## src/rtl/bias_weight_lane_updater.sv

```systemverilog
// Layer parameter store with a lane-multiplexed saturating SGD update (w -= lr*d*y, b -= lr*d).
// LANES columns are updated per cycle; the full {weight, bias} image is published after each update or load.
module bias_weight_lane_updater #(
  parameter int NP    = 4,
  parameter int NC    = 4,
  parameter int WF    = 16,
  parameter int FRAC  = 12,
  parameter int LANES = 1
) (
  input  logic                        iCLK,
  input  logic                        iRST,
  input  logic                        iMode,
  input  logic [WF-1:0]               iLR,
  input  logic                        iValid_AS_State,
  output logic                        oReady_AS_State,
  input  logic [NP*WF-1:0]            iData_AS_State,
  input  logic                        iValid_AS_Delta,
  output logic                        oReady_AS_Delta,
  input  logic [NC*WF-1:0]            iData_AS_Delta,
  input  logic                        iValid_AS_Load,
  output logic                        oReady_AS_Load,
  input  logic [NP*NC*WF+NC*WF-1:0]   iData_AS_Load,
  output logic                        oValid_BM_WeightBias,
  input  logic                        iReady_BM_WeightBias,
  output logic [NP*NC*WF+NC*WF-1:0]   oData_BM_WeightBias
);

  localparam int P   = NC / LANES;
  localparam int CW  = (P > 1) ? $clog2(P) : 1;
  localparam int NCI = (NC > 1) ? $clog2(NC) : 1;
  localparam logic signed [WF-1:0] SMAX = {1'b0, {(WF-1){1'b1}}};
  localparam logic signed [WF-1:0] SMIN = {1'b1, {(WF-1){1'b0}}};

  typedef enum logic [1:0] {S_IDLE, S_UPDATE, S_PUBLISH} state_t;

  state_t r_state, w_next;

  logic signed [WF-1:0] r_w  [NP][NC];
  logic signed [WF-1:0] r_b  [NC];
  logic signed [WF-1:0] r_y  [NP];
  logic signed [WF-1:0] r_d  [NC];
  logic signed [WF-1:0] r_lr;
  logic [CW-1:0]        r_c;

  logic [NCI-1:0]       w_col  [LANES];
  logic signed [WF-1:0] w_ad   [LANES];
  logic signed [WF-1:0] w_bnew [LANES];
  logic signed [WF-1:0] w_wnew [NP][LANES];
  logic                 w_load_fire, w_train_fire, w_last;

  // Q-format multiply: full-width product, floor shift, clamp back to WF bits.
  function automatic logic signed [WF-1:0] mul_q(input logic signed [WF-1:0] a,
                                                 input logic signed [WF-1:0] b);
    logic signed [2*WF-1:0] p;
    p = (2*WF)'(a) * (2*WF)'(b);
    p = p >>> FRAC;
    if (p[2*WF-1:WF-1] == '0 || p[2*WF-1:WF-1] == '1) return p[WF-1:0];
    return p[2*WF-1] ? SMIN : SMAX;
  endfunction

  function automatic logic signed [WF-1:0] sub_sat(input logic signed [WF-1:0] a,
                                                   input logic signed [WF-1:0] b);
    logic signed [WF:0] d;
    d = {a[WF-1], a} - {b[WF-1], b};
    if (d[WF] == d[WF-1]) return d[WF-1:0];
    return d[WF] ? SMIN : SMAX;
  endfunction

  assign w_last       = (r_c == CW'(P - 1));
  assign w_load_fire  = oReady_AS_Load & iValid_AS_Load;
  assign w_train_fire = oReady_AS_State & iValid_AS_State;

  always_ff @(posedge iCLK or negedge iRST) begin
    if (!iRST) r_state <= S_IDLE;
    else       r_state <= w_next;
  end

  always_comb begin
    w_next               = r_state;
    oReady_AS_Load       = 1'b0;
    oReady_AS_State      = 1'b0;
    oReady_AS_Delta      = 1'b0;
    oValid_BM_WeightBias = 1'b0;
    case (r_state)
      S_IDLE: begin
        oReady_AS_Load       = 1'b1;
        oReady_AS_State      = iMode & ~iValid_AS_Load & iValid_AS_Delta;
        oReady_AS_Delta      = iMode & ~iValid_AS_Load & iValid_AS_State;
        oValid_BM_WeightBias = ~iMode;
        if (iValid_AS_Load)                                      w_next = S_PUBLISH;
        else if (iMode && iValid_AS_State && iValid_AS_Delta)    w_next = S_UPDATE;
      end
      S_UPDATE:  if (w_last) w_next = S_PUBLISH;
      S_PUBLISH: begin
        oValid_BM_WeightBias = 1'b1;
        if (iReady_BM_WeightBias) w_next = S_IDLE;
      end
      default:   w_next = S_IDLE;
    endcase
    // State is already IDLE during reset, so the handshake outputs are masked explicitly.
    if (!iRST) begin
      oReady_AS_Load       = 1'b0;
      oReady_AS_State      = 1'b0;
      oReady_AS_Delta      = 1'b0;
      oValid_BM_WeightBias = 1'b0;
    end
  end

  always_comb begin
    for (int unsigned l = 0; l < LANES; l++) begin
      w_col[l]  = NCI'(32'(r_c) * LANES + l);
      w_ad[l]   = mul_q(r_lr, r_d[w_col[l]]);
      w_bnew[l] = sub_sat(r_b[w_col[l]], w_ad[l]);
      for (int unsigned i = 0; i < NP; i++)
        w_wnew[i][l] = sub_sat(r_w[i][w_col[l]], mul_q(r_y[i], w_ad[l]));
    end
  end

  always_ff @(posedge iCLK or negedge iRST) begin
    if (!iRST) begin
      for (int unsigned j = 0; j < NC; j++) begin
        r_b[j] <= '0;
        r_d[j] <= '0;
        for (int unsigned i = 0; i < NP; i++) r_w[i][j] <= '0;
      end
      for (int unsigned i = 0; i < NP; i++) r_y[i] <= '0;
      r_lr <= '0;
      r_c  <= '0;
    end else begin
      if (w_load_fire) begin
        for (int unsigned j = 0; j < NC; j++) begin
          r_b[j] <= iData_AS_Load[j*WF +: WF];
          for (int unsigned i = 0; i < NP; i++)
            r_w[i][j] <= iData_AS_Load[NC*WF + (i*NC + j)*WF +: WF];
        end
      end else if (w_train_fire) begin
        for (int unsigned i = 0; i < NP; i++) r_y[i] <= iData_AS_State[i*WF +: WF];
        for (int unsigned j = 0; j < NC; j++) r_d[j] <= iData_AS_Delta[j*WF +: WF];
        r_lr <= iLR;
        r_c  <= '0;
      end
      if (r_state == S_UPDATE) begin
        r_c <= r_c + CW'(1);
        for (int unsigned l = 0; l < LANES; l++) begin
          r_b[w_col[l]] <= w_bnew[l];
          for (int unsigned i = 0; i < NP; i++) r_w[i][w_col[l]] <= w_wnew[i][l];
        end
      end
    end
  end

  always_comb begin
    oData_BM_WeightBias = '0;
    for (int unsigned j = 0; j < NC; j++) begin
      oData_BM_WeightBias[j*WF +: WF] = r_b[j];
      for (int unsigned i = 0; i < NP; i++)
        oData_BM_WeightBias[NC*WF + (i*NC + j)*WF +: WF] = r_w[i][j];
    end
  end

endmodule

```

## config.mk

```make
export PLATFORM = sky130hd
export DESIGN_NAME = bias_weight_lane_updater
export DESIGN_NICKNAME = d
export VERILOG_FILES = /design/src/rtl/bias_weight_lane_updater.sv
export SDC_FILE = /design/constraint.sdc
export NUM_CORES = 2
export LEC_CHECK = 0
export ABC_AREA = 0
export ABC_CLOCK_PERIOD_IN_PS = 18550
export CORE_MARGIN = 2
export CORE_UTILIZATION = 25
export CTS_BUF_LIST = sky130_fd_sc_hd__clkbuf_16
export DETAILED_ROUTE_END_ITERATION = 8
export SLEW_MARGIN = 20
export SYNTH_ARGS = -nofsm -noshare
export SYNTH_HDL_FRONTEND = slang
export SYNTH_SLANG_ARGS = --single-unit
```

## constraint.sdc

```tcl
create_clock -name iCLK -period 18.55 [get_ports iCLK]
set_clock_uncertainty 0.05 [all_clocks]
set_input_delay 5.565 -clock iCLK [delete_from_list [all_inputs] [get_ports iCLK]]
set_output_delay 5.565 -clock iCLK [all_outputs]
set_load 0.02 [all_outputs]
```

## Word level (Yosys, flattened, before mapping)

Index checks and enable logic that the tools add are counted.

- Bits of input ports: 471
- Register bits after elaboration: 468
- Output and inout bits: 324
- Logic and storage cells: 173

- Magnitude comparators: 2
- Mux-type cells: 85
- Reductions and logical operators: 18
- Eq/ne operators: 17
- Bitwise gates (word level): 9
- Multipliers: 5
- Add/sub/neg operators: 6

Operator list:

| operator | number |
|---|---|
| $mux W16 | 43 |
| $mux W256 | 2 |
| $bwmux W64 | 5 |
| $bmux W16 S2 | 6 |
| $mul A16 B16 Y32 | 5 |
| $mux W64 | 2 |
| $eq A17 B17 Y1 const B | 5 |
| $logic_not A17 Y1 | 5 |
| $sub A16 B16 Y17 | 5 |
| $demux W16 S2 | 1 |
| $mux W1 | 17 |
| $mux W2 | 7 |
| $pmux W2 S3 | 1 |
| $and A1 B1 Y1 | 5 |
| $eq A1 B1 Y1 | 5 |
| $logic_or A1 B1 Y1 | 5 |
| $eq A2 B2 Y1 const B | 2 |
| $ne A2 B2 Y1 const B | 2 |
| $reduce_and A2 Y1 | 2 |
| $ge A3 B3 Y1 const B | 1 |
| $logic_and A1 B1 Y1 | 3 |
| $lt A3 B1 Y1 const B | 1 |
| $ne A3 B3 Y1 const B | 1 |
| $not A1 Y1 | 3 |
| 8 further kinds | 8 |

## Logic depth before layout (Yosys ltp)

- Depth in word-level cells: 20
- Mapped depth: 83
- Gate-level depth less buffers: 76

## Least setup slack after synthesis

OpenSTA, ideal clock, no wires.

- Path kind: reg-to-reg
- Start point: reg r_c[0]
- End point: reg r_w, in the netlist oData_BM_WeightBias[260]
- Slack: -0.413 ns
- Buffers on the path: 9
- Required time: 18.417 ns
- Data arrival time: 18.830 ns
- Stages on the path, launching flop included: 80
- Setup time: 0.083 ns
- Clock period less this slack: 18.963 ns
- Path through: dfrtp_1 > buf_6 > buf_1 > mux4_2 > clkbuf_1 > nand2_1 > inv_1 > fa_1 > inv_1 > fa_1 > inv_1 > fa_1 > inv_1 > fa_1 > inv_1 > fa_1 > fa_1 > ha_1 > [44 not listed] > o21ai_0 > a21oi_1 > o21ai_0 > nand2b_1 > a21oi_1 > o21bai_1 > a21oi_1 > o21bai_1 > a21o_1 > a21o_1 > a21o_1 > a21oi_1 > xnor2_1 > ha_1 > clkbuf_1 > o31ai_1 > nand2_1 > o21ai_0

- Word-level cells in the longest chain between the ends: 20
- Elaborated cells on any way between the ends: 36
- Those cells by class: add/sub: 1; mul: 2; order compare: 2; eq/ne: 3; mux: 22; bitwise: 1; reduce/logical: 5

RTL lines:

| item | line | text |
|---|---|---|
| start: declaration | 43 | `logic [CW-1:0] r_c;` |
| start signal: assignment | 143 | `r_c <= r_c + CW'(1);` |
| $not A2 Y3 (implied by the code) * | 112, 115, 146 |  |
| $bmux W16 S2 | 112 | `w_ad[l] = mul_q(r_lr, r_d[w_col[l]]);` |
| $mux W16 (implied by the code) (2 in a row) | 112 |  |
| $mul A16 B16 Y32 | 55 | `p = (2*WF)'(a) * (2*WF)'(b);` |
| $eq A17 B17 Y1 / $logic_not A17 Y1 (equally long branches) | 57 | `if (p[2*WF-1:WF-1] == '0 \|\| p[2*WF-1:WF-1] == '1) return p[WF-1:0];` |
| $logic_or A1 B1 Y1 | 57 |  |
| $mux W1 | 57 |  |
| $mux W16 | 58 | `return p[2*WF-1] ? SMIN : SMAX;` |
| [3 not listed] | - |  |
| $mux W1 | 57 |  |
| $mux W16 | 58 |  |
| $sub A16 B16 Y17 | 64 | `d = {a[WF-1], a} - {b[WF-1], b};` |
| $eq A1 B1 Y1 | 65 | `if (d[WF] == d[WF-1]) return d[WF-1:0];` |
| $mux W1 | 65 |  |
| $mux W16 | 66 | `return d[WF] ? SMIN : SMAX;` |
| $bwmux W64 * | 146 | `for (int unsigned i = 0; i < NP; i++) r_w[i][w_col[l]] <= w_wnew[i][l];` |
| $mux W256 * | 142 | `if (r_state == S_UPDATE) begin` |
| end signal: indexed assignment | 134 | `r_w[i][j] <= iData_AS_Load[NC*WF + (i*NC + j)*WF +: WF];` |
| end: declaration | 38 | `logic signed [WF-1:0] r_w [NP][NC];` |

Mark *: on every way between the ends. The rest lies on a longest branch, timed or not. The select of a mux whose other input is x is not followed.
A chain may end at the register's enable or synchronous reset.

## Final worst setup path

- Start point: reg r_c[0]
- End point: reg r_w, in the netlist oData_BM_WeightBias[295]

Same word-level chain as after synthesis.

==> reports/results.tsv <==
metric	value	unit
Die H	550	µm
pre-CTS WS	-0.391	ns
Area Overhead vs Synth	25.1	%
top-count cell post-synth	inv_1	
crit path max fanout	8	
max_cap viols	0	
R2R depth	78	
CP arrival	18.57	ns
chip width	550	µm
worst skew pair latency	0.73	ns
Crit Path Class	reg2reg	
pin count of the biggest net entering global routing	181	
Synth Area in XOR/XNOR	2.00	%
final WL	304000	µm
mux share of post-synthesis cell area	5.71	%
min cycle time layout	17.99	ns
fraction of the mapped netlist area in simple logic gates	16.5	%
Synth Instances	8142	
hold path cells	1	
top post-synthesis cells by area	fa_1, dfrtp_1, ha_1	
I/O pin count	795	
CTS sink cnt	468	
most frequent CP cell	fa_1	
total core area	0.297	mm²
Hold Slack	0.453	ns
port bufs	794	
worst r2r dst	oData_BM_WeightBias[295]	
number of remaining DRC errors	0	
Max Freq	0.0556	GHz
register bit total from synthesis	468	
CTS tree	built	
RSZ-0062 raised after global routing	yes	
drt first pass iters	6	
RePlAce Congestion	0.931	
Iter 0 DRT Violations	4145	
root buffer cell	clkbuf_16	
synthesized-area fraction occupied by adder cells	43.3	%
vias in the first global route	63297	
cell family with most CP delay	adder cells	
Die Area	0.303	mm²
H-Tree Depth	2	
fraction of layout cells with a size suffix above 1	11.5	%
Setup TNS Final	0	ns
fraction of registers with async set/reset	100	%
syn nets	10408	
Rel. slew slack	14.8	%
Initial Util	25.1	%
outcome	finished, final reports clean	
DP HPWL	249000	µm
Hold Crit Class	reg2reg	
Final setup viols	0	
Post-CTS Hold Fix Bufs	0	
CTS max path bufs	3	
most frequent cells after synthesis	inv_1, nand2_1, fa_1	
number of nets with antenna violations after routing	0	
hold path endpoint	r_d[0]	
Worst setup SP type	flop	
max incr delay on CP	0.59	ns
TritonCTS Buffers	59	
largest family of logic cells by synthesized area	adder cells	
post-DR wirelength/cell	23.2	µm
Worst-Margin Slew	1.28	ns
share of the synthesized area in the top cell type	35.2	%
Post-synth EDFFs	0	
WP data required	19.13	ns
Mean Syn Cell Area	9.16	µm²
first-pass GRT wire length	441000	µm
via-per-instance ratio	4.66	
Distinct cells, synth	77	
Final Cycle Share	97.0	%
Total GRT Usage	19.8	%
Synth area leader	fa_1	
Compound-Gate Fraction of Synth Area	7.02	%
Min-Delay Startpoint	r_d[0]	
Clk pin slew, worst setup/hold paths	0.06	ns
Seq/Total Area, Yosys	15.7	%
reg-to-reg setup timing slack	0.56	ns
setup ws final	0.563	ns
via count	60991	
initial antenna violation count	87	
main flop type after synthesis	dfrtp_1	
mapped cell area	0.0746	mm²
num rows	200	
final hold violations	0	
fin nets	11361	
Slew Viols, Final	0	
Ys Warns	0	
crit path max-delay cell type	fa_2	
Worst R2R Start	r_c[0]	
GR Overflow Total	0	
critical path endpoint category	flop	
WP buf/inv	18	
==> area by class of cell <==
| class | instances | area (µm²) |
|---|---|---|
| inverter | 1526 | 5730 |
| sequential | 468 | 11700 |
| tap | 3939 | 4930 |
| multi-input combinational | 5741 | 56600 |
| antenna | 15 | 37.5 |
| clock inverter | 48 | 343 |
| timing repair buffer | 1299 | 12500 |
| clock buffer | 59 | 1480 |
| fill | 31068 | 203000 |
==> worst max path at each step <==
stage / depth (start not counted) / end / from / slack, ns
floorplan: 79 / oData_BM_WeightBias[260] / r_c[0] / 0.04
global placement: 73 / oData_BM_WeightBias[280] / r_c[0] / -0.11
detailed placement: 73 / oData_BM_WeightBias[281] / r_c[0] / -0.39
CTS: 76 / oData_BM_WeightBias[280] / r_c[0] / 0.0003
global route: 82 / oData_BM_WeightBias[252] / r_c[0] / -0.15
finish: 78 / oData_BM_WeightBias[295] / r_c[0] / 0.56
==> metal layers <==
layer	track usage (%)	share of wire, %
met1	25.7	41
met2	32.1	46
met3	3.92	7.1
met4	8.29	5.1
met5	0	0.11
==> layout by cell type, fill, tap and decap left out, types with 216 or more instances in the layout <==
cell type and instances:
clkdlybuf4s50_1 793, dfrtp_1 466, inv_1 1523, buf_4 431
nor2_1 265, nand2_1 1311, a21oi_1 299, fa_1 1300
and3_1 216, and2_1 569, ha_1 467
==> repair_timing <==
action                                  CTS  global route
cloned                                    0            12
endpoints found under the setup margin  153           256
resized for setup                        20           254
buffers inserted                          2            90
pin swaps                                 0           112
==> registers in the layout, indices dropped and copies added (netlist names) <==
register and count:
oData_BM_WeightBias 320, r_d 64, r_y 64, r_lr 16, r_c 2, r_state 2
==> metrics by stage <==
step                      area [µm²]  std cells  util [%]
final                          93300      13095      31.4
after global placement         89300      12869      30.1
after detailed placement       89300      12869      30.1
after floorplan                74600       8142         -
after global routing           93300      13085      31.4
after CTS                      91200      12978      30.7
==> kinds of logic (layout without fill, tap and decap cells) <==
| kind of cell | after synthesis | after routing |
|---|---|---|
| AND/OR/NAND/NOR | 2613 | 2613 |
| buffers and inverters | 1934 | 2932 |
| adder cells (fa/ha/maj) | 1795 | 1795 |
| AO/OA/AOI/OAI | 874 | 875 |
| flip-flops | 468 | 468 |
| multiplexers | 288 | 288 |
| XOR/XNOR | 170 | 170 |
| other | 0 | 15 |
Power is not shown: default switching activity piles up to over one toggle a cycle in this logic, so the estimate is an artifact.
